`config.mk`:
```
export PLATFORM = sky130hd
export DESIGN_NAME = scfifo_param_withcount
export DESIGN_NICKNAME = d
export VERILOG_FILES = /design/src/rtl/scfifo_pkg.sv /design/src/rtl/scfifo_ctrl.sv /design/src/rtl/scfifo_param_withcount.sv
export SDC_FILE = /design/constraint.sdc
export NUM_CORES = 2
export LEC_CHECK = 0
export BUFFER_PORTS_ARGS = -buffer_cell sky130_fd_sc_hd__buf_4
export CAP_MARGIN = 5
export CORE_UTILIZATION = 59
export CTS_BUF_LIST = sky130_fd_sc_hd__clkbuf_4 sky130_fd_sc_hd__clkbuf_8
export CTS_CLUSTER_DIAMETER = 120
export DETAILED_ROUTE_END_ITERATION = 7
export GPL_ROUTABILITY_DRIVEN = 0
export HOLD_SLACK_MARGIN = 0.03
export PLACE_DENSITY = 0.78
export SYNTH_ARGS = -nofsm -noshare
export SYNTH_HDL_FRONTEND = slang
export SYNTH_SLANG_ARGS = --single-unit
```
`constraint.sdc`:
```
create_clock -name iClock -period 3.3 [get_ports iClock]
set_input_delay 0.165 -clock iClock [delete_from_list [all_inputs] [get_ports iClock]]
set_output_delay 0.165 -clock iClock [all_outputs]
set_load 0.01 [all_outputs]
```
`src/rtl/scfifo_pkg.sv`:
```
// scfifo_pkg: shared sizing helpers and parameter-legality helpers for the
// parametrised single-clock counted FIFO.
package scfifo_pkg;

    // Occupancy counter width: must represent 0..DEPTH inclusive.
    function automatic int count_width(input int depth);
        return $clog2(depth) + 32'sd1;
    endfunction

    // Read/write pointer width: indexes 0..DEPTH-1 and wraps naturally.
    function automatic int ptr_width(input int depth);
        return $clog2(depth);
    endfunction

    // DEPTH must be a power of two and at least 4.
    function automatic bit depth_ok(input int depth);
        return (depth >= 32'sd4) && ((depth & (depth - 32'sd1)) == 32'sd0);
    endfunction

    // Almost-full threshold must lie in 1..DEPTH.
    function automatic bit af_level_ok(input int af_level, input int depth);
        return (af_level >= 32'sd1) && (af_level <= depth);
    endfunction

    // Almost-empty threshold must lie in 0..DEPTH-1.
    function automatic bit ae_level_ok(input int ae_level, input int depth);
        return (ae_level >= 32'sd0) && (ae_level <= (depth - 32'sd1));
    endfunction

endpackage

```
`src/rtl/scfifo_ctrl.sv`:
```
// scfifo_ctrl: pointers, occupancy count, status flags and accept logic.
// All flags are registered from the next-count value so they line up with
// the count register in the same cycle.
module scfifo_ctrl
    import scfifo_pkg::*;
#(
    parameter int DEPTH    = 64,
    parameter int AF_LEVEL = 60,
    parameter int AE_LEVEL = 4,
    parameter int PW       = ptr_width(DEPTH),
    parameter int CW       = count_width(DEPTH)
) (
    input  logic          clk,
    input  logic          rst,
    input  logic          push_en_s,
    input  logic          pop_en_s,
    output logic          push_acc_s,
    output logic          pop_acc_s,
    output logic [PW-1:0] wr_ptr_r,
    output logic [PW-1:0] rd_ptr_r,
    output logic [PW-1:0] rd_ptr_next_s,
    output logic [CW-1:0] count_r,
    output logic [CW-1:0] count_next_s,
    output logic          is_full_r,
    output logic          is_empty_r,
    output logic          almost_full_r,
    output logic          almost_empty_r
);

    localparam logic [CW-1:0] DEPTH_C = CW'(DEPTH);
    localparam logic [CW-1:0] AF_C    = CW'(AF_LEVEL);
    localparam logic [CW-1:0] AE_C    = CW'(AE_LEVEL);

    logic [PW-1:0] wr_ptr_next_s;

    // Accept rules use the registered (pre-edge) full/empty flags.
    always_comb begin
        push_acc_s = push_en_s & ~is_full_r;
        pop_acc_s  = pop_en_s & ~is_empty_r;
    end

    // Next pointer and next count; count moves only on a lone push or pop.
    always_comb begin
        if (push_acc_s) begin
            wr_ptr_next_s = wr_ptr_r + PW'(1'b1);
        end else begin
            wr_ptr_next_s = wr_ptr_r;
        end
        if (pop_acc_s) begin
            rd_ptr_next_s = rd_ptr_r + PW'(1'b1);
        end else begin
            rd_ptr_next_s = rd_ptr_r;
        end
        case ({push_acc_s, pop_acc_s})
            2'b10:   count_next_s = count_r + CW'(1'b1);
            2'b01:   count_next_s = count_r - CW'(1'b1);
            default: count_next_s = count_r;
        endcase
    end

    // State and flag registers; reset discards all contents at once.
    always_ff @(posedge clk or posedge rst) begin
        if (rst) begin
            wr_ptr_r       <= {PW{1'b0}};
            rd_ptr_r       <= {PW{1'b0}};
            count_r        <= {CW{1'b0}};
            is_full_r      <= 1'b0;
            is_empty_r     <= 1'b1;
            almost_full_r  <= 1'b0;
            almost_empty_r <= 1'b1;
        end else begin
            wr_ptr_r       <= wr_ptr_next_s;
            rd_ptr_r       <= rd_ptr_next_s;
            count_r        <= count_next_s;
            is_full_r      <= (count_next_s == DEPTH_C);
            is_empty_r     <= (count_next_s == {CW{1'b0}});
            almost_full_r  <= (count_next_s >= AF_C);
            almost_empty_r <= (count_next_s <= AE_C);
        end
    end

endmodule

```
`src/rtl/scfifo_param_withcount.sv`:
```
// scfifo_param_withcount: parametrised single-clock FIFO with exact 0..DEPTH
// occupancy count, almost-full/almost-empty flags and a selectable read
// stage (FWFT=0 registered read, FWFT=1 first-word-fall-through).
// Optional build macro SCFIFO_ERR_FLAGS_EN enables sticky overflow and
// underflow detection; without it both flags are tied low.
module scfifo_param_withcount
    import scfifo_pkg::*;
#(
    parameter int DATA_WIDTH = 40,
    parameter int DEPTH      = 64,
    parameter int AF_LEVEL   = 60,
    parameter int AE_LEVEL   = 4,
    parameter int FWFT       = 0
) (
    input  logic                          iClock,
    input  logic                          iReset,
    input  logic [DATA_WIDTH-1:0]         iPushData,
    input  logic                          iPushEnable,
    output logic                          oIsFull,
    output logic                          oAlmostFull,
    output logic [DATA_WIDTH-1:0]         oPopData,
    input  logic                          iPopEnable,
    output logic                          oIsEmpty,
    output logic                          oAlmostEmpty,
    output logic [count_width(DEPTH)-1:0] oDataCount,
    output logic                          oOverflow,
    output logic                          oUnderflow
);

    localparam int PW = ptr_width(DEPTH);
    localparam int CW = count_width(DEPTH);

    logic                  push_acc_s;
    logic                  pop_acc_s;
    logic [PW-1:0]         wr_ptr_s;
    logic [PW-1:0]         rd_ptr_s;
    logic [PW-1:0]         rd_ptr_next_s;
    logic [CW-1:0]         count_next_s;
    logic [PW-1:0]         rd_addr_s;
    logic                  load_s;
    logic                  bypass_s;
    logic [DATA_WIDTH-1:0] pop_data_r;
    logic [DATA_WIDTH-1:0] mem_r [DEPTH];

    scfifo_ctrl #(
        .DEPTH    (DEPTH),
        .AF_LEVEL (AF_LEVEL),
        .AE_LEVEL (AE_LEVEL),
        .PW       (PW),
        .CW       (CW)
    ) u_ctrl (
        .clk            (iClock),
        .rst            (iReset),
        .push_en_s      (iPushEnable),
        .pop_en_s       (iPopEnable),
        .push_acc_s     (push_acc_s),
        .pop_acc_s      (pop_acc_s),
        .wr_ptr_r       (wr_ptr_s),
        .rd_ptr_r       (rd_ptr_s),
        .rd_ptr_next_s  (rd_ptr_next_s),
        .count_r        (oDataCount),
        .count_next_s   (count_next_s),
        .is_full_r      (oIsFull),
        .is_empty_r     (oIsEmpty),
        .almost_full_r  (oAlmostFull),
        .almost_empty_r (oAlmostEmpty)
    );

    // Storage array write port; no reset so it maps onto distributed RAM.
    always_ff @(posedge iClock) begin
        if (push_acc_s) begin
            mem_r[wr_ptr_s] <= iPushData;
        end
    end

    // Output-stage control: FWFT prefetches the post-edge head word (taking
    // the incoming push directly when it lands in the head slot); standard
    // mode reads the current head only on an accepted pop.
    always_comb begin
        if (FWFT != 32'sd0) begin
            rd_addr_s = rd_ptr_next_s;
            load_s    = (count_next_s != {CW{1'b0}});
            bypass_s  = push_acc_s & (rd_ptr_next_s == wr_ptr_s);
        end else begin
            rd_addr_s = rd_ptr_s;
            load_s    = pop_acc_s;
            bypass_s  = 1'b0;
        end
    end

    // Read data register; holds its value whenever nothing new is loaded.
    always_ff @(posedge iClock or posedge iReset) begin
        if (iReset) begin
            pop_data_r <= {DATA_WIDTH{1'b0}};
        end else if (load_s) begin
            pop_data_r <= bypass_s ? iPushData : mem_r[rd_addr_s];
        end else begin
            pop_data_r <= pop_data_r;
        end
    end

    assign oPopData = pop_data_r;

`ifdef SCFIFO_ERR_FLAGS_EN
    logic overflow_r;
    logic underflow_r;

    // Sticky error capture: requests made against a full/empty FIFO.
    always_ff @(posedge iClock or posedge iReset) begin
        if (iReset) begin
            overflow_r  <= 1'b0;
            underflow_r <= 1'b0;
        end else begin
            overflow_r  <= overflow_r | (iPushEnable & oIsFull);
            underflow_r <= underflow_r | (iPopEnable & oIsEmpty);
        end
    end

    assign oOverflow  = overflow_r;
    assign oUnderflow = underflow_r;
`else
    assign oOverflow  = 1'b0;
    assign oUnderflow = 1'b0;
`endif

endmodule

```
# Yosys cells after proc, flatten, opt, wreduce, memory -nomap -nowiden
# Memory sizes are Yosys's and may differ from the RTL's. A register that Yosys moved wholly into a read port is not among the register bits.
# Index checks and enable logic that the tools add are counted.
[totals]
regBits = 23
latch_bits = 0
mem_bits_rw = 2560
mem_bits_ro = 0
inputBits = 44
output_inout_bits = 53
wordCells = 25
mem_count = 1
[memory_table]
columns = ["name", "words", "width", "read_ports", "rd_clocked_by_memory_dff", "write_ports", "line_no", "rtl"]
rows = [
  ["mem_r", 64, 40, 1, 1, 1, "scfifo_param_withcount.sv:43", "logic [DATA_WIDTH-1:0] mem_r [DEPTH];"],
]
[op_classes]
addsub = 4
n_mul = 0
div_mod_pow = 0
order_cmp = 2
n_eq_ne = 3
shift = 0
mux = 3
bitwise = 4
reduce_logical = 1
[ops]
columns = ["operator", "count"]
rows = [
  ["7-bit case mux with 2 select lines", 1],
  ["6-bit by 1-bit adder with 6-bit output, second input constant", 2],
  ["7-bit by 1-bit adder with 7-bit output, second input constant", 1],
  ["7-bit equality test, second input constant", 1],
  ["7-bit by 6-bit >= comparator with 1-bit output, second input constant", 1],
  ["7-bit by 3-bit <= comparator with 1-bit output, second input constant", 1],
  ["7-bit zero test", 1],
  ["7-bit by 1-bit subtractor with 7-bit output, second input constant", 1],
  ["1-bit bitwise AND", 2],
  ["2-bit by 1-bit equality test with 1-bit output, second input constant", 1],
  ["2-bit equality test, second input constant", 1],
  ["1-bit 2-to-1 mux", 2],
  ["1-bit NOT", 2],
]

# Depth between registers and ports, before layout
[depth]
depth_word = 5
mapped_depth = 13
ltp_nobuf = 11

# By module
# From an unflattened synthesis, not the netlist that was laid out.
[unflattened]
cells_unflattened = 5092
area_unflattened_um2 = 101516.1
[by_module_without_submodules]
columns = ["module", "n_inst", "cells_each", "area_per_inst_um2", "seq_area_each_um2"]
rows = [
  ["scfifo_param_withcount", 1, 4974, 100258.7, 77874.7],
  ["scfifo_ctrl", 1, 118, 1257.5, 578.1],
]

# Least setup slack after synthesis
# OpenSTA, ideal clock, no wires.
[synth_path]
path_kind = "reg-to-reg"
from = "reg u_ctrl.is_full_r"
to = "mem mem_r[59][0] (enable)"
setup_ps = 438
arrival_ps = 3043
required_ps = 2862
path_slack_ps = -181
path_stages_with_launch = 8
n_path_buf = 2
synth_period_minus_slack_ps = 3481
cell_sequence = "dfrtp_1 -> nor2b_1 -> buf_2 -> inv_2 -> buf_2 -> nor2_1 -> nand3_1 -> nor2_1"
[synth_via]
elab_chain_cells = 4
[synth_lines]
columns = ["element", "line_no", "rtl"]
rows = [
  ["start, declared", "scfifo_ctrl.sv:24", "output logic is_full_r,"],
  ["start signal, assigned", "scfifo_ctrl.sv:75", "is_full_r <= (count_next_s == DEPTH_C);"],
  ["1-bit NOT", "scfifo_ctrl.sv:38", "push_acc_s = push_en_s & ~is_full_r;"],
  ["1-bit bitwise AND", "scfifo_ctrl.sv:38", ""],
  ["1-bit 2-to-1 mux", "scfifo_param_withcount.sv:71", "if (push_acc_s) begin"],
  ["1-bit 2-to-1 mux (not written as such)", "scfifo_param_withcount.sv:72", "mem_r[wr_ptr_s] <= iPushData;"],
  ["end, declared", "scfifo_param_withcount.sv:43", ""],
]
# Every way passes these cells.

==> metrics.md <==
| Metric | Value |
|---|---|
| Outcome | finished clean |
| Die H | 414 um |
| Max_cap viols | 0 |
| Critical R2R Launch | u_ctrl.rd_ptr_r[1]$_DFFE_PP0P_ |
| Largest net degree at the start of global routing | 65 |
| Max frequency | 0.328 GHz |
| Remaining DRCs | 0 |
| Crit path required time | 4240 ps |
| Setup crit end kind | flop |
| Horiz. Die Dim | 414 um |
| Synthesis-to-finish area growth | 14.2% |
| RSZ-0062 raised after global routing | false |
| Final period util | 92.4% |
| Hold Vio Cnt, Final | 0 |
| Ports | 97 |
| H-Tree Depth | 5 |
| CTS max path bufs | 4 |
| Tmin final | 3050 ps |
| CP max-delay cell | dfrtp_4 |
| Worst hold endpoint | mem_r[26][35]$_DFFE_PP_ |
| PwrDens | 808 nW/um2 |
| CP startpoint kind | flop |
| Fill cells | ~9500 |
| Fin nets | about 5000 |
| Sink Count | 2623 |
| Critical R2R Capture | oPopData[34]$_DFFE_PP0P_ |
| Core Area | 168000 um2 |
| Share of cells above drive strength 1 | between 30% and 40% |
| Worst clock skew | 102 ps |
| Initial antenna violation count | 10 |
| Total GRT Usage | around 31% |
| Relative max-transition margin | between 20% and 30% |
| CTS buffer count | approximately 410 |
| Setup TNS | 0 ps |
| Worst r2r path cells | 6 |
| Cells after Synth | 4442 |
| Post-CTS Setup Repair Bufs | 0 |
| Distinct cells, synth | 64 |
| Hold WC Path Type | primary input to flop |
| Worst setup margin | about 250 ps |
| Delay-heaviest family, CP | multiplexers |
| Synth warn | 0 |
| Ys flop type | edfxtp_1 |
| Root Driver | clkbuf_8 |
| Insertion delay to the later sink of the worst-skew pair | 1110 ps |
| Register Area | 78500 um2 |
| Worst-path fanout max | 19 |
| GRT overflow | 0 |
| Register area share after synthesis | 78.2% |
| Reg2Reg Setup Slack | 250 ps |
| Routed vias | 51921 |
| Final WL | roughly 260 mm |
| Area of the multi-input gates | 21100 um2 |
| Final count of pins violating max slew | 0 |
| Fin area | 115000 um2 |
| Routed wire per std cell | 34.9 um |
| Row count | 150 |
| Vias in the first global route | 52424 |
| Commonest cells post-synth | edfxtp_1 (2560), mux4_2 (621), mux2i_1 (180), buf_2 (101), nor2_1 (99) |
| FF+latch count, synth | 2623 |
| Final Core Density | 68.2% |
| Vias/cell | 6.87 |
| Clock-pin slew on the worst setup and hold paths | 60 ps |
| Die area | 172000 um2 |
| Cell taking the most area after synthesis | edfxtp_1 |
| Worst path bufs/invs | 1 |
| Drt first pass iters | 5 |
| Avg Cell Area, Syn | 22.6 um2 |
| Worst slack, placed | between 100 and 150 ps |
| Worst-Margin Slew | 1150 ps |
| Async SR Flop Fraction | 2.40% |
| Critical path, cell by cell | buf_4, mux4_2, mux2i_1, nor3_1, a2111oi_1, o21ai_0 |
| Hold depth | 2 |
| Initial Util | 59.7% |
| DP Wirelength | approximately 150 mm |
| Top cells by area, synth | edfxtp_1 (77%), mux4_2 (14%), mux2i_1 (1.8%), dfrtp_1 (1.5%), a22oi_1 (0.60%) |
| WS Path Type | flop to flop |
| Global-route wire length before repair | between 300 and 400 mm |
| Arr. time, crit path | 3990 ps |
| CTS tree | built |
| Setup violators final | 0 |
| Peak supply drop | 0.538 mV |
| Most used standard cell by instance count after synthesis | edfxtp_1 |
| Leak | between 0.03 and 0.04 uW |
| DP Area | 106000 um2 |
| Synth top area share | 76.6% |
| Cell area after synthesis | 100000 um2 |
| Tot Pwr | 92500 uW |
| Hold_sp | iPushData[35] |
| Post-synth EDFFs | 2560 |
| Initial DRC count | 7941 |
| Worst stage delay on the critical path | 800 ps |
| Count of input and output buffers | 94 |
| Routed Antenna Nets | 0 |
kinds of logic (layout without fill, tap and decap cells):
kind of cell	after synthesis	count (layout)	synth area share, %
other	1	6	0.00374
buffers and inverters	256	1162	1.31
DFF	2623	2623	78.2
and+or+nand+nor	323	323	1.53
xor gates and xnor gates	15	15	0.138
AOI/OAI and AO/OA	406	406	2.89
adders and majority gates	4	4	0.0499
muxes	814	814	15.9
routing by layer:
metal | GRT usage, % | part of all wire, % | routed length, um
met1 | 42.0 | 34 | 90700
met2 | 47.5 | 47 | 124000
met3 | 8.38 | 14 | 36400
met4 | 14.0 | 4.8 | 12700
met5 | 0 | 0.023 | 60
state kept, by name (all words and copies together), names as in the netlist:
register,flops
u_ctrl.rd_ptr_r,6
u_ctrl.is_full_r,1
u_ctrl.wr_ptr_r,6
u_ctrl.is_empty_r,1
u_ctrl.almost_full_r,1
u_ctrl.almost_empty_r,1
u_ctrl.count_r,7
oPopData,40
mem_r,2560
where the power goes:
part	internal, uW	leakage (uW)	switching (uW)
sequential	38100	0.0238	1520
clock	14100	0.00411	12100
combinational	12200	0.00878	14500
total	64400	0.0367	28200
through the flow:
stage               hold slack (ps)  instances
floorplan                       264       4443
global placement                362       6800
detailed placement              372       6800
CTS                            78.2       7553
global route                    165       7555
finish                          173       7557
cell usage in the layout, fill, tap and decap left out, types with 44 or more instances in the layout:
cell type      instances
clkbuf_8             430
nand2_1               86
buf_12                81
clkbuf_4             123
clkinv_1              99
clkinv_2              44
a21oi_1               54
dlygate4sd3_1         44
dfrtp_1               56
a22oi_1               80
mux4_2               621
nor2_4                64
buf_4                323
o21ai_0               54
mux2i_1              180
edfxtp_1            2560
how the worst max path moves through the flow:
stage / slack [ps] / endpoint / depth (start not counted) / startpoint
after floorplan: -180 / mem_r[59][0]$_DFFE_PP_ / 7 / u_ctrl.is_full_r$_DFF_PP0_
after global placement: 40 / oPopData[34]$_DFFE_PP0P_ / 6 / u_ctrl.rd_ptr_r[1]$_DFFE_PP0P_
after detailed placement: 110 / oPopData[34]$_DFFE_PP0P_ / 6 / u_ctrl.rd_ptr_r[1]$_DFFE_PP0P_
after CTS: 160 / oPopData[34]$_DFFE_PP0P_ / 6 / u_ctrl.rd_ptr_r[1]$_DFFE_PP0P_
after global routing: 110 / oPopData[34]$_DFFE_PP0P_ / 6 / u_ctrl.rd_ptr_r[0]$_DFFE_PP0P_
final: 250 / oPopData[34]$_DFFE_PP0P_ / 6 / u_ctrl.rd_ptr_r[1]$_DFFE_PP0P_
cell type report:
class,instances,area share (%)
Timing Repair Buffer,448,3.92
Multi-Input combinational cell,1564,18.4
Antenna cell,4,0.00874
Clock buffer,553,5.97
Inverter,5,0.0197
Clock inverter,156,0.784
Sequential cell,2623,68.5
Tap cell,2204,2.41
worst reg2reg max path: stages (launching register included):
cell and delay (ps):
dfrtp_4 800, buf_4 290, mux4_2 510, mux2i_1 440, nor3_1 90, a2111oi_1 590
o21ai_0 240
what timing repair did:
action	4_1_cts	5_1_grt
hold endpoints to repair	2654	0
resized for setup	0	1
hold buffers	44	0
setup endpoints to repair	0	1
(Power assumes the default switching activity.)
